==> src/rtl/debounce_pkg.sv <==
// Shared constants and threshold selection for the switch/sensor debouncer.
// Latency: n/a (compile-time helpers only).
// Backpressure: n/a.
package debounce_pkg;

    // Width of the short stability window used for fast simulation builds.
    localparam int FAST_THRESH_W = 9;

    // Stability threshold: all-ones of the fast window or of the full counter.
    // Computed in 64 bits so CNT_W up to 32 does not overflow the shift.
    function automatic logic [63:0] thresh_sel(input bit fast_sim, input int cnt_w);
        if (fast_sim) begin
            return (64'd1 << FAST_THRESH_W) - 64'd1;
        end
        return (64'd1 << cnt_w) - 64'd1;
    endfunction

endpackage

==> src/rtl/debounce_chan.sv <==
// One debounce channel: 3-flop synchroniser, saturating stable counter, filtered level + edge pulses.
// Latency: level captured at edge E appears on sig_filt (with its edge pulse) at edge E+THRESH+3.
// Backpressure: none; free-running, one sample per clock.
//
// Ports:
//   clk, rst_n       : clock, asynchronous active-low reset
//   sig_in           : raw asynchronous input
//   sig_filt         : debounced level
//   filt_rise/fall   : registered one-cycle pulses coincident with a sig_filt change
//   raw_rise         : combinational rising edge of the synchronised, unfiltered input
module debounce_chan
    import debounce_pkg::*;
#(
    parameter int CNT_W    = 16,
    parameter int FAST_SIM = 1
) (
    input  logic clk,
    input  logic rst_n,
    input  logic sig_in,
    output logic sig_filt,
    output logic filt_rise,
    output logic filt_fall,
    output logic raw_rise
);

    localparam logic [CNT_W-1:0] THRESH = CNT_W'(thresh_sel(FAST_SIM != 0, CNT_W));

    logic             s1;
    logic             s2;
    logic             s3;
    logic [CNT_W-1:0] cnt;
    logic             chg;
    logic             at_thresh;
    logic             load;

    // s1 is the metastability flop; s2/s3 are a clean adjacent-sample pair.
    assign chg       = s2 ^ s3;
    assign at_thresh = (cnt == THRESH);
    assign load      = at_thresh & ~chg & (s3 ^ sig_filt);
    assign raw_rise  = s2 & ~s3;

    always_ff @(posedge clk or negedge rst_n) begin
        if (!rst_n) begin
            s1        <= 1'b0;
            s2        <= 1'b0;
            s3        <= 1'b0;
            cnt       <= '0;
            sig_filt  <= 1'b0;
            filt_rise <= 1'b0;
            filt_fall <= 1'b0;
        end else begin
            s1 <= sig_in;
            s2 <= s1;
            s3 <= s2;

            // Any disagreement restarts the window; otherwise count up and hold at THRESH.
            if (chg) begin
                cnt <= '0;
            end else if (!at_thresh) begin
                cnt <= cnt + CNT_W'(1);
            end

            if (load) begin
                sig_filt <= s3;
            end
            // Pulses are registered alongside sig_filt so they line up with its new value.
            filt_rise <= load & s3;
            filt_fall <= load & ~s3;
        end
    end

endmodule

==> src/rtl/multi_chan_debounce.sv <==
// N_CH independent debounce channels for cadence/hall/brake inputs.
// Latency: input held from capture edge E -> sig_filt and filt pulse at edge E+THRESH+3.
// Backpressure: none; every channel samples every clock.
//
// Ports:
//   clk, rst_n  : clock, asynchronous active-low reset
//   sig_in      : raw asynchronous inputs, one bit per channel
//   sig_filt    : debounced levels
//   filt_rise   : one-cycle pulse on a 0->1 change of sig_filt
//   filt_fall   : one-cycle pulse on a 1->0 change of sig_filt
//   raw_rise    : combinational rising edge of the synchronised, unfiltered inputs
module multi_chan_debounce
    import debounce_pkg::*;
#(
    parameter int N_CH     = 4,
    parameter int CNT_W    = 16,
    parameter int FAST_SIM = 1
) (
    input  logic            clk,
    input  logic            rst_n,
    input  logic [N_CH-1:0] sig_in,
    output logic [N_CH-1:0] sig_filt,
    output logic [N_CH-1:0] filt_rise,
    output logic [N_CH-1:0] filt_fall,
    output logic [N_CH-1:0] raw_rise
);

    for (genvar i = 0; i < N_CH; i++) begin : g_chan
        debounce_chan #(
            .CNT_W    (CNT_W),
            .FAST_SIM (FAST_SIM)
        ) u_chan (
            .clk       (clk),
            .rst_n     (rst_n),
            .sig_in    (sig_in[i]),
            .sig_filt  (sig_filt[i]),
            .filt_rise (filt_rise[i]),
            .filt_fall (filt_fall[i]),
            .raw_rise  (raw_rise[i])
        );
    end

endmodule

==> config.mk <==
export PLATFORM = sky130hd
export DESIGN_NAME = multi_chan_debounce
export DESIGN_NICKNAME = d
export VERILOG_FILES = /design/src/rtl/debounce_pkg.sv /design/src/rtl/debounce_chan.sv /design/src/rtl/multi_chan_debounce.sv
export SDC_FILE = /design/constraint.sdc
export NUM_CORES = 1
export LEC_CHECK = 0
export ABC_AREA = 1
export BUFFER_PORTS_ARGS = -buffer_cell sky130_fd_sc_hd__buf_2
export CORE_MARGIN = 1
export CORE_UTILIZATION = 56
export CTS_CLUSTER_DIAMETER = 50
export DETAILED_ROUTE_END_ITERATION = 16
export PLACE_DENSITY = 0.78
export SYNTH_ARGS = -nofsm -noshare
export SYNTH_HDL_FRONTEND = slang
export SYNTH_SLANG_ARGS = --single-unit
==> constraint.sdc <==
create_clock -name clk -period 1.4 [get_ports clk]
set_clock_uncertainty 0.05 [all_clocks]
set_input_delay 0.28 -clock clk [delete_from_list [all_inputs] [get_ports clk]]
set_output_delay 0.28 -clock clk [all_outputs]
set_load 0.01 [all_outputs]
; ---- Word level (Yosys, flattened, before mapping)
; Index checks and enable logic that the tools add are counted.
[classes]
add_sub_neg = 4
mux = 8
eq_ne = 8
n_bitwise = 36
[ops]
columns = cell, count
row1 = $mux 16, 8
row2 = $add 16x1->16 const B, 4
row3 = $eq 16x9->1 const B, 4
row4 = $and 1x1->1, 20
row5 = $ne 2x1->1 const B, 4
row6 = $not 1->1, 8
row7 = $xor 1x1->1, 8
[word_totals]
regBits = 88
elab_cells = 84
input_bits = 6
output_inout_bits = 16

; ---- Depth between registers and ports, before layout
[logic_depth]
word_depth = 5
mapped_depth = 9
mapped_depth_nobuf = 9

; ---- Modules after synthesis
; Synthesis repeated with hierarchy kept, for this count alone.
[unflattened]
cells_unflattened = 608
hier_area_um2 = 4779.6
[by_module_without_submodules]
columns = module, area_each_um2, instances, seq_area_each_um2, cells_per_inst
row1 = debounce_chan, 1194.9, 4, 550.5, 152

; ---- Worst setup path after synthesis
; Ideal clock, no wire load.
[synth_path]
path_kind = flip-flop to flip-flop
from = register g_chan[3].u_chan.cnt[0]
to = register g_chan[3].u_chan.sig_filt
slack_ns = -0.053
setup_ns = 0.118
t_arrival_ns = 1.285
n_path_buf = 0
period_less_slack_ns = 1.453
stages_incl_launch_ff = 7
required_ns = 1.232
cell_sequence = dfrtp_1 -> ha_1 -> nand3_2 -> nor3_4 -> nand3_4 -> nand2_1 -> nand2_1
[synth_via]
elab_chain_cells = 3
[synth_lines]
columns = element, line
row1 = "start, declared", debounce_chan.sv:31  ; logic [CNT_W-1:0] cnt;
row2 = "start signal, assigned", debounce_chan.sv:60  ; cnt <= cnt + CNT_W'(1);
row3 = $eq 16x9->1, debounce_chan.sv:38  ; assign at_thresh = (cnt == THRESH);
row4 = $and 1x1->1 (2 in a row), debounce_chan.sv:39  ; assign load = at_thresh & ~chg & (s3 ^ sig_filt);
row5 = "end signal, assigned", debounce_chan.sv:48  ; sig_filt <= 1'b0;
row6 = "end signal, assigned", debounce_chan.sv:64  ; sig_filt <= s3;
row7 = "end, declared", debounce_chan.sv:20  ; output logic sig_filt,
; No other way between the ends.
; A chain may end at the register's enable or synchronous reset.

; ---- Worst setup path after layout
[layout_path]
from = register g_chan[0].u_chan.cnt[1]
to = register g_chan[0].u_chan.filt_rise
[layout_via]
elab_chain_cells = 4
[layout_lines]
columns = element, line
row1 = "start, declared", debounce_chan.sv:31
row2 = "start signal, assigned", debounce_chan.sv:60
row3 = $eq 16x9->1, debounce_chan.sv:38
row4 = $and 1x1->1 (2 in a row), debounce_chan.sv:39
row5 = $and 1x1->1, debounce_chan.sv:67  ; filt_rise <= load & s3;
row6 = "end signal, assigned", debounce_chan.sv:67
row7 = "end, declared", debounce_chan.sv:21  ; output logic filt_rise,
; No other way between the ends.

==> results.toml <==
[run_status]
status = "finished, violations left"
violations = "setup timing"

[logic_synthesis]
synth_area_leaders = "dfrtp_1 (47%), nand2_1 (15%), nor2_1 (8.8%), nand3_1 (6.5%), inv_1 (3.6%)"
synth_ff_type = "dfrtp_1"
syn_nets = 632
synth-async-reset-ratio_pct = 100
synth-seq-cells = 88
yosysSeqAreaShare_pct = 46.9
synth_area_mm2 = 0.00469
syn_area_per_cell_um2 = 7.59
synth.most_common_cell = "nand2_1"
synth-edff-count = 0
synthDominantCellAreaShare_pct = 46.9
yosys.area.top_type = "dfrtp_1"
yosys_warnings = 0
synth_cells = 618
yosysUniqueCellTypes = 33
synthTopCellsByCount = "nand2_1 (189), nor2_1 (110), dfrtp_1 (88)"

[critical_path]
reg2reg_to = "g_chan[0].u_chan.filt_rise"
end_kind = "flip-flop"
path_buf_inv = 1
startpoint_type = "flip-flop"
slowest_stage = "dfrtp_1"
r2r_slack_ns = -0.03
critical_path_class = "reg2reg"
crit_chain = "ha_4 -> nand3_4 -> nor3_4 -> buf_6 -> nand4_1 -> nor2_1"
path_delay_family = "simple AND/OR/NAND/NOR gates"
reg2reg_from = "g_chan[0].u_chan.cnt[1]"
worstPathArrival_ns = 1.68
reg2reg_depth = 6
path_max_fanout = 5
crit_path_max_incr_delay_ns = 0.43
crit_required_ns = 1.65

[placed_design]
dpl_worst_slack_ns = -0.0493
dp_hpwl_mm = 7.43
numPortBuffers = 21
gp_congestion = 0.909

[detailed_routing]
drtAntennaViolNets = 0
avgRoutedWirePerCell_um = 14.1
drt_wl_total_mm = 11.6
first_iter_violations = 184
vias = 4494
drc = 0
first_pass_iters = 5
viasPerCell = 5.48

[pwr]
power.switching_mw = 1.31
p_per_area_mw_per_mm2 = 851
ir_drop_mv = 0.690
p_sw_share_pct = 25.5
p_seq_share_pct = 52.5
p_leak_nw = 2.92
comb_power_share_pct = 11.5
clock_power_share_pct = 36.0
internal_power_mw = 3.82
power.total_mw = 5.13

[sta]
tightest_slew_ns = 0.353
finalCriticalPeriod_ns = 1.43
whs_ns = 0.239
relSlewSlack_pct = 76.4
fin_ws_ns = -0.0261
timing.final.crit_share_pct = 102
slew_viol_final = 0
hold_violations = 0
max_freq_mhz = 701
rsz0062_at_grt = "true"
finalSetupViolCount = 9

[clocking]
cts_tree = "built"
clk_pin_slew_ns = 0.09
cts_max_level = 3
cts.sinks = 88
clockBufferDepth = 2
clk_latency_ns = 0.37
cts_buffers = 9
cts-root-buf = "clkbuf_8"

[floorplanning]
core-area_mm2 = 0.00818
placementRows = 33
die-area_mm2 = 0.00875
die_w_um = 93.5
die-height_um = 93.5
pin_count = 22
start_util_pct = 57.4

[cells_and_area]
final_nets = 724
area_growth_pct = 28.5
antennaDiodeCount = 0
layout-drive-gt1-share_pct = 29.5

[grt]
grt_usage_pct = 26.5
grt_pass1_vias = 4091
grt_pass1_wl_mm = 18.1
gr-total-overflow = 0
grt_start_max_net_pins = 39
antenna_found_initial = 0

[min_path]
hold_class = "in2async"

[run]
cap_viol_max_count = 0
==> cells by family (layout without fill, tap and decap cells) <==
kind of cell,count (synthesis),count (layout),share of synthesized area [%]
AO/OA/AOI/OAI,27,27,3.73
buffers and inverters,72,167,7.22
flip-flops,88,88,46.9
adder cells (fa/ha/maj),8,8,2.13
XOR/XNOR,3,3,0.560
AND/OR/NAND/NOR,420,422,39.4
==> power groups by stage <==
stage               clock [mW]  combinational, mW  sequential, mW
floorplan                    0              0.208            2.72
global placement             0              0.455            2.72
detailed placement           0              0.466            2.72
CTS                       1.89              0.535            2.68
global route              2.01              0.650            2.70
finish                    1.85              0.590            2.69
==> worst max-delay path by stage <==
stage,from,to,cells past startpoint
floorplan,g_chan[0].u_chan.cnt[0],g_chan[0].u_chan.sig_filt,7
global placement,g_chan[0].u_chan.cnt[0],g_chan[0].u_chan.sig_filt,6
detailed placement,g_chan[0].u_chan.cnt[1],g_chan[0].u_chan.sig_filt,6
CTS,g_chan[0].u_chan.s2,raw_rise[0],2
global route,g_chan[0].u_chan.cnt[1],g_chan[0].u_chan.filt_rise,6
finish,g_chan[0].u_chan.cnt[1],g_chan[0].u_chan.filt_rise,6
==> sequential cells by signal, indices dropped and copies added, names as in the netlist <==
| register | count |
|---|---|
| g_chan.u_chan.s3 | 4 |
| g_chan.u_chan.sig_filt | 4 |
| g_chan.u_chan.cnt | 64 |
| g_chan.u_chan.s1 | 4 |
| g_chan.u_chan.s2 | 4 |
| g_chan.u_chan.filt_fall | 4 |
| g_chan.u_chan.filt_rise | 4 |
==> what timing repair did <==
| item | 4_1_cts | 5_1_grt |
|---|---|---|
| setup buffers | 12 | 13 |
| setup endpoints to repair | 11 | 64 |
| gates cloned | 0 | 2 |
| pin swaps | 0 | 26 |
| hold endpoints to repair | 75 | 0 |
| resized for setup | 20 | 80 |
| hold buffers | 5 | 0 |
==> per-stage QoR <==
step / TNS (ns) / instance area (um^2) / util (%) / std cells
2_1_floorplan: 0 / 4710 / - / 618
3_3_place_gp: 0 / 5200 / 63.6 / 773
3_5_place_dp: -0.111 / 5200 / 63.6 / 773
4_1_cts: -0.0501 / 5650 / 69.1 / 806
5_1_grt: -2.44 / 6030 / 73.8 / 820
6_report: -0.106 / 6030 / 73.8 / 820
==> worst register-to-register path: stages, from the launching register on <==
cell     delay (ns)
dfrtp_1        0.43
ha_4           0.17
nand3_4        0.09
nor3_4         0.25
buf_6          0.15
nand4_1        0.12
nor2_1         0.11
==> metal layers <==
metal  up-vias  part of all wire, %  track usage (%)  wire, um
met5         -                    0                0         0
met4         0                  2.8             7.56       325
met3        41                  5.3             5.69       613
met2       162                   51             46.3      5880
met1      2137                   41             33.2      4760
li1       2154                    -                -         -
==> cells in the final DEF, fill, tap and decap left out, types with 3 or more instances in the layout <==
master,n
nand2_1,174
nor2_1,92
dfrtp_1,85
buf_4,70
nand3_1,54
inv_1,39
nand4_1,22
buf_2,16
nand2_2,15
nor2_4,14
nor2_2,13
or2_2,12
o21bai_1,11
clkbuf_8,11
nand3_2,8
buf_6,8
inv_2,7
nand3_4,6
ha_4,6
dlygate4sd3_1,5
a21oi_1,4
inv_4,3
nand2_4,3
o21ai_1,3
o21ai_2,3
nor3_1,3
dfrtp_2,3
==> final cells by class <==
class	instances	area, um^2
Multi-Input combinational cell	460	2500
Clock inverter	4	51.3
Inverter	50	199
Fill cell	544	2140
Sequential cell	88	2210
Clock buffer	12	155
Tap cell	105	131
Timing Repair Buffer	101	786
Note: power is estimated with default switching activity, not from simulation.
